--- config.mk ---
export PLATFORM = sky130hd
export DESIGN_NAME = serial_deser
export DESIGN_NICKNAME = d
export VERILOG_FILES = /design/src/rtl/deser_pkg.sv /design/src/rtl/deser_bit_cnt.sv /design/src/rtl/serial_deser.sv
export SDC_FILE = /design/constraint.sdc
export NUM_CORES = 1
export LEC_CHECK = 0
export CAP_MARGIN = 0
export CORE_MARGIN = 1.5
export CORE_UTILIZATION = 55
export DETAILED_ROUTE_END_ITERATION = 12
export DONT_BUFFER_PORTS = 1
export PLACE_DENSITY = 0.74
export SLEW_MARGIN = 15
export SYNTH_ARGS = -nofsm -noshare
export SYNTH_HDL_FRONTEND = slang
export SYNTH_HIERARCHICAL = 1
export SYNTH_SLANG_ARGS = --single-unit
--- constraint.sdc ---
create_clock -name clk -period 2.8 [get_ports clk]
set_input_delay 0.56 -clock clk [delete_from_list [all_inputs] [get_ports clk]]
set_output_delay 0.56 -clock clk [all_outputs]
set_load 0.02 [all_outputs]
--- src/rtl/deser_pkg.sv ---
// Shared types and helpers for the serial deserializer.
package deser_pkg;

  typedef enum logic {BUF_EMPTY, BUF_FULL} buf_state_t;

  localparam int MAX_WIDTH = 64;

  function automatic int cnt_w(input int width);
    int w;
    w = $clog2(width);
    return (w < 1) ? 1 : w;
  endfunction

endpackage

--- src/rtl/deser_bit_cnt.sv ---
// Modulo-WIDTH bit counter with enable and synchronous clear; flags the last bit of a word.
module deser_bit_cnt
  import deser_pkg::*;
#(
  parameter  int WIDTH = 8,
  localparam int CW    = cnt_w(WIDTH)
) (
  input  logic          clk,
  input  logic          rst,
  input  logic          i_en,
  input  logic          i_clr,
  output logic [CW-1:0] o_count,
  output logic          o_last
);

  localparam logic [CW-1:0] LAST = CW'(WIDTH - 1);

  logic [CW-1:0] r_count;

  // NOTE: sequential state uses non-blocking assignments so every register samples pre-edge values.
  always_ff @(posedge clk) begin
    if (rst || i_clr) begin
      r_count <= '0;
    end else if (i_en) begin
      // Explicit wrap keeps non-power-of-2 widths on the modulo-WIDTH sequence.
      r_count <= (r_count == LAST) ? '0 : r_count + 1'b1;
    end
  end

  assign o_count = r_count;
  assign o_last  = (r_count == LAST);

endmodule

--- src/rtl/serial_deser.sv ---
// Serial-to-parallel deserializer with a one-word valid/ready holding buffer and sticky overrun.
module serial_deser
  import deser_pkg::*;
#(
  parameter  int WIDTH     = 8,
  parameter  bit LSB_FIRST = 1'b1,
  localparam int CW        = cnt_w(WIDTH)
) (
  input  logic             clk,
  input  logic             rst,
  input  logic             en,
  input  logic             si,
  input  logic             resync,
  input  logic             ovr_clr,
  output logic [WIDTH-1:0] out_data,
  output logic             out_valid,
  input  logic             out_ready,
  output logic             word_done,
  output logic [CW-1:0]    bit_cnt,
  output logic             overrun
);

  logic [WIDTH-1:0] r_sreg;
  logic [WIDTH-1:0] w_sreg_next;
  logic [WIDTH-1:0] r_out_data;
  logic             r_out_valid;
  logic             r_word_done;
  logic             r_overrun;
  buf_state_t       r_state;
  logic             w_last;
  logic             w_complete;
  logic             w_drop;

  deser_bit_cnt #(.WIDTH(WIDTH)) u_bit_cnt (
    .clk     (clk),
    .rst     (rst),
    .i_en    (en),
    .i_clr   (resync),
    .o_count (bit_cnt),
    .o_last  (w_last)
  );

  generate
    if (LSB_FIRST) begin : g_lsb_first
      assign w_sreg_next = {si, r_sreg[WIDTH-1:1]};
    end else begin : g_msb_first
      assign w_sreg_next = {r_sreg[WIDTH-2:0], si};
    end
  endgenerate

  // The loaded word is the shifted value, so it includes the bit sampled on the completing edge.
  assign w_complete = en && w_last && !resync;
  assign w_drop     = w_complete && (r_state == BUF_FULL) && !out_ready;

  always_ff @(posedge clk) begin
    if (rst || resync) begin
      r_sreg <= '0;
    end else if (en) begin
      r_sreg <= w_sreg_next;
    end
  end

  always_ff @(posedge clk) begin
    if (rst) begin
      r_state     <= BUF_EMPTY;
      r_out_data  <= '0;
      r_out_valid <= 1'b0;
      r_word_done <= 1'b0;
      r_overrun   <= 1'b0;
    end else begin
      r_word_done <= w_complete;
      r_overrun   <= w_drop || (r_overrun && !ovr_clr);
      case (r_state)
        BUF_EMPTY: begin
          if (w_complete) begin
            r_out_data  <= w_sreg_next;
            r_out_valid <= 1'b1;
            r_state     <= BUF_FULL;
          end
        end
        BUF_FULL: begin
          if (out_ready) begin
            if (w_complete) begin
              r_out_data <= w_sreg_next;
            end else begin
              r_out_valid <= 1'b0;
              r_state     <= BUF_EMPTY;
            end
          end
        end
      endcase
    end
  end

  assign out_data  = r_out_data;
  assign out_valid = r_out_valid;
  assign word_done = r_word_done;
  assign overrun   = r_overrun;

endmodule

=== Word level (Yosys, flattened, before mapping) ===
Cells that the tools add are included.

* Add/sub/neg operators: 1
* Equality and inequality tests: 4
* Bitwise operators: 1
* Mux-type cells: 11
* Reductions and logical operators: 11

{| class="wikitable"
|+ Operators with widths
! kind !! number
|-
| 8-bit two-way mux || 2
|-
| 8-bit one-hot mux with 2 select lines || 1
|-
| 2-bit != test (second input constant) || 3
|-
| 1-bit logical AND || 5
|-
| 1-bit two-way mux || 5
|-
| 1-bit one-hot mux with 2 select lines || 2
|-
| 3-bit by 1-bit adder with 3-bit output (second input constant) || 1
|-
| 3-bit equality test (second input constant) || 1
|-
| 1-bit zero test || 3
|-
| 3-bit two-way mux || 1
|-
| 3-bit AND reduction || 1
|-
| 1-bit logical OR || 2
|-
| 1-bit NOT || 1
|}

* Bits of input ports: 7
* Logic and storage cells: 35
* Flip-flop bits (word level): 23
* Output and inout port bits: 14

=== Logic depth before layout (Yosys ltp) ===
* Word-level depth: 6
* Mapped depth: 8
* Gate-level depth less buffers: 8

=== Hierarchy ===
Netlist, hierarchy kept.

{| class="wikitable"
|+ Modules (own cells, without submodules)
! module !! seq. area each (µm²) !! instances !! area an instance (µm²) !! cells each
|-
| serial_deser || 380.4 || 1 || 807.0 || 77
|-
| deser_bit_cnt || 60.1 || 1 || 148.9 || 13
|}

=== Least setup slack after synthesis ===
Ideal clock, no wire load.

* Path type: reg-to-reg
* From: register u_bit_cnt.r_count[0], in the netlist u_bit_cnt/o_count[0]
* To: register r_out_valid, in the netlist out_valid
* Cell stages (with the launch flop): 9
* Path buffers: 0
* Setup time: 0.123 ns
* Slack: 1.185 ns
* Clock period less this slack: 1.615 ns
* Arrival: 1.491 ns
* Data required time: 2.677 ns
* Cells stage by stage: dfxtp_1 ha_1 ha_1 nand3b_4 inv_1 ha_1 nor2b_1 a21oi_1 nor2_1

* Cells in the longest elaborated chain, start to end: 5
* Elaborated cells on any way between the ends: 6
* Classes of those cells: eq/ne (3); reduce/logical (3)

{| class="wikitable"
|+ RTL lines
! item !! RTL line !! RTL
|-
| from (decl) || deser_bit_cnt.sv:18 || <nowiki>logic [CW-1:0] r_count;</nowiki>
|-
| from (signal assigned) || deser_bit_cnt.sv:26 || <nowiki>r_count <= (r_count == LAST) ? '0 : r_count + 1'b1;</nowiki>
|-
| 3-bit equality test * || deser_bit_cnt.sv:31 || <nowiki>assign o_last = (r_count == LAST);</nowiki>
|-
| named net w_last || serial_deser.sv:30 || <nowiki>logic w_last;</nowiki>
|-
| 1-bit logical AND * (2 in series) || serial_deser.sv:52 || <nowiki>assign w_complete = en && w_last && !resync;</nowiki>
|-
| named net w_complete || serial_deser.sv:31 || <nowiki>logic w_complete;</nowiki>
|-
| 2-bit != test (no source line) || - ||
|-
| 3-bit AND reduction (no source line) * || - ||
|-
| to (signal assigned) || serial_deser.sv:67 || <nowiki>r_out_valid <= 1'b0;</nowiki>
|-
| to (signal assigned) || serial_deser.sv:77 || <nowiki>r_out_valid <= 1'b1;</nowiki>
|-
| to (signal assigned) || serial_deser.sv:86 || <nowiki>r_out_valid <= 1'b0;</nowiki>
|-
| to (decl) || serial_deser.sv:26 || <nowiki>logic r_out_valid;</nowiki>
|}

Mark *: on every way through the listed nets, which the timed path passes. The rest lies on a longest branch.
A chain may end at the register's enable or synchronous reset.

=== Worst setup path in the final report ===
Ends and elaborated chain as after synthesis.

==> run metrics <==
R2R setup slack 1.09 ns; RSZ-0062 raised after global routing no; Area contributors post-synth dfxtp_1, mux2i_1, nand2b_1; CTS clock-pin slew for the worst setup and hold paths 0.11 ns; Post-CTS Hold Buffers 0; cell mode on critical path ha_1; Yosys top cell by area dfxtp_1; Tightest Pin Transition 0.311 ns; status finished, violations left; postcts setup bufs 0; Worst Setup End Kind register; # IOs 21; Hold Crit Class primary input to register; placed cell areas 933 um^2; PD cells 490 nW/um^2; Yosys reg bits 22; ANT cells 0; complex-gate fraction of the synthesized area 3.66%; post-synthesis sequential area ratio 46.1%; initial core utilization 61.3%; via count 553; Final Cell Area 956 um^2; nets@finish 100; number of distinct library cells after synthesis 20; drt first-iter violations 9; multiplexer share of the synthesized area 16.8%; worst skew pair latency 0.30 ns; Simple-Gate Fraction of Synth Area 24.7%; CORE AREA 1560 um^2; Required @ worst endpoint 3.01 ns; post-synthesis xor/xnor area fraction 0%; Hold Vio Cnt, Final 0; multi-input logic area 469 um^2; Slowest-stage cell, CP dfxtp_1; die area 2000 um^2; fillcell total 142; area added between synthesis and finish 0%; setup violators final 0; deepest clock path buffer count 2; vias in the first global route 515; combinational family with the most area after synthesis simple AND/OR/NAND/NOR gates; Top delay family on crit path adder cells; Pint 0.375 mW; sequential group share of total power 67.7%; clock share of power 29.4%; PortBufs 0; Critical Path, Cell by Cell ha_1 -> ha_1 -> nand3b_4 -> inv_1 -> ha_1 -> nor2b_1 -> a21oi_1 -> nor2_1; Sw Share 19.9%; Non-Filler Instances 104; post-synthesis net count 100; H-tree depth 1; Critical Path Start Type register; Synth Area in Adders 3.93%; min setup slack post-route 1.09 ns; Peak VDD IR 212 uV; Total Routing Usage GR 15.9%; dpl hpwl 988 um; WP data arrival 1.92 ns; die height 44.7 um; crit path time final 1.71 ns; syn avg cell area 10.6 um^2; post-CTS sizing 0; worst setup path category register to register; area share of the largest cell type after synthesis 46.1%; CTS Root Cell clkbuf_4; DRC violations left 2; Slew Limit Fails 0; largest net degree at the start of global routing 25; Num CTS Buffers 3; total gr overflow 0; Routed WL 1390 um; Final Cycle Share 61.2%; CTS sink cnt 22; pre-CTS setup slack 1.09 ns; FMAX 584 MHz; DR pass1 iterations 7; Seq. cell area 440 um^2; setup_tns 0 ns; Synth Instances 90; first-pass GRT wire length 2280 um; Std-Cell Rows 14; RD Place Congestion 0.673; Worst path max stage delay 0.52 ns; WHS 0.308 ns; Buf+Inv Stages, Crit Path 1; Mapped Area 956 um^2; WL/cell 13.4 um; Leak 0.379 nW; Post-DRT Antenna Nets 0; DR vias/cell 5.32; max-cap violation count 0; slew margin rel. 79.2%; Crit Path Max Fanout 4; placed insts 101; Max Clock Skew 0.00499 ns; layout cell share with drive strength beyond 1 7.95%; P_sw 0.0931 mW; YS warnings 6; logic gate share of total power 2.9%; CTS tree built; chip width 44.7 um; failing checks design-rule violations; antenna violations before repair 0
-- Yosys cell counts --
cell type / number
dfxtp_1: 22
nand2b_1: 21
mux2i_1: 16
nor2_1: 9
a21oi_1: 3
clkbuf_1: 3
ha_1: 3
a211oi_1: 1
a211oi_2: 1
buf_12: 1
buf_6: 1
inv_1: 1
nand2_1: 1
nand3b_1: 1
nand3b_4: 1
nor2b_1: 1
nor2b_4: 1
nor3_1: 1
or2_2: 1
or3b_1: 1
-- registers in the layout, indices dropped and copies added (netlist names) --
signal,count
out_data,8
out_valid,1
overrun,1
r_sreg,7
r_state,1
u_bit_cnt/o_count,3
word_done,1
-- placed cells by master (no fill, tap or decap), types with 3 or more instances in the layout --
cell type / instances
clkbuf_4: 3
dfxtp_1: 22
ha_1: 3
nor2_1: 9
a21oi_1: 3
nand2b_1: 21
mux2i_1: 16
-- final timing paths --
check                        from              endpoint  cells after the start
min                           rst  u_bit_cnt/o_count[0]                      1
max reg2reg  u_bit_cnt/o_count[0]             out_valid                      8
min reg2reg             r_sreg[6]           out_data[5]                      2
max          u_bit_cnt/o_count[0]             out_valid                      8
-- routing by layer --
metal,global-route usage (%),routed length [um],up-vias
met4,10.9,11,0
met3,3.60,81,2
li1,-,-,296
met1,22.1,708,243
met5,0,0,-
met2,21.7,587,12
-- per-stage QoR --
stage          power [mW]  utilization (%)
2_1_floorplan       0.343                -
3_3_place_gp        0.338             59.9
3_5_place_dp        0.338             59.9
4_1_cts             0.476             61.3
5_1_grt             0.489             61.3
6_report            0.468             61.3
-- cell type report --
class                      instances  share of cell area, %
multi-input combinational         62                   49.1
inverter                           1                  0.393
clock buffer                       3                   2.36
tap                               16                   2.09
sequential                        22                   46.1
-- worst reg2reg max path: stages, from the launching register on --
cell and delay [ns]:
dfxtp_1 0.52, ha_1 0.20, ha_1 0.21, nand3b_4 0.12
inv_1 0.07, ha_1 0.22, nor2b_1 0.13, a21oi_1 0.11
nor2_1 0.05
-- kinds of logic after synthesis --
kind of cell    Yosys count
fa+ha+maj                 3
flops                    22
simple gates             38
buf+inv                   6
compound gates            5
mux                      16
-- power by group through the flow --
stage | registers (mW) | logic, mW | clock network, mW
after global routing | 0.317 | 0.0146 | 0.157
after global placement | 0.324 | 0.0137 | 0
after floorplan | 0.324 | 0.0194 | 0
final | 0.317 | 0.0137 | 0.137
after CTS | 0.317 | 0.0138 | 0.145
after detailed placement | 0.324 | 0.0138 | 0
Note: power is estimated with default switching activity, not from simulation.
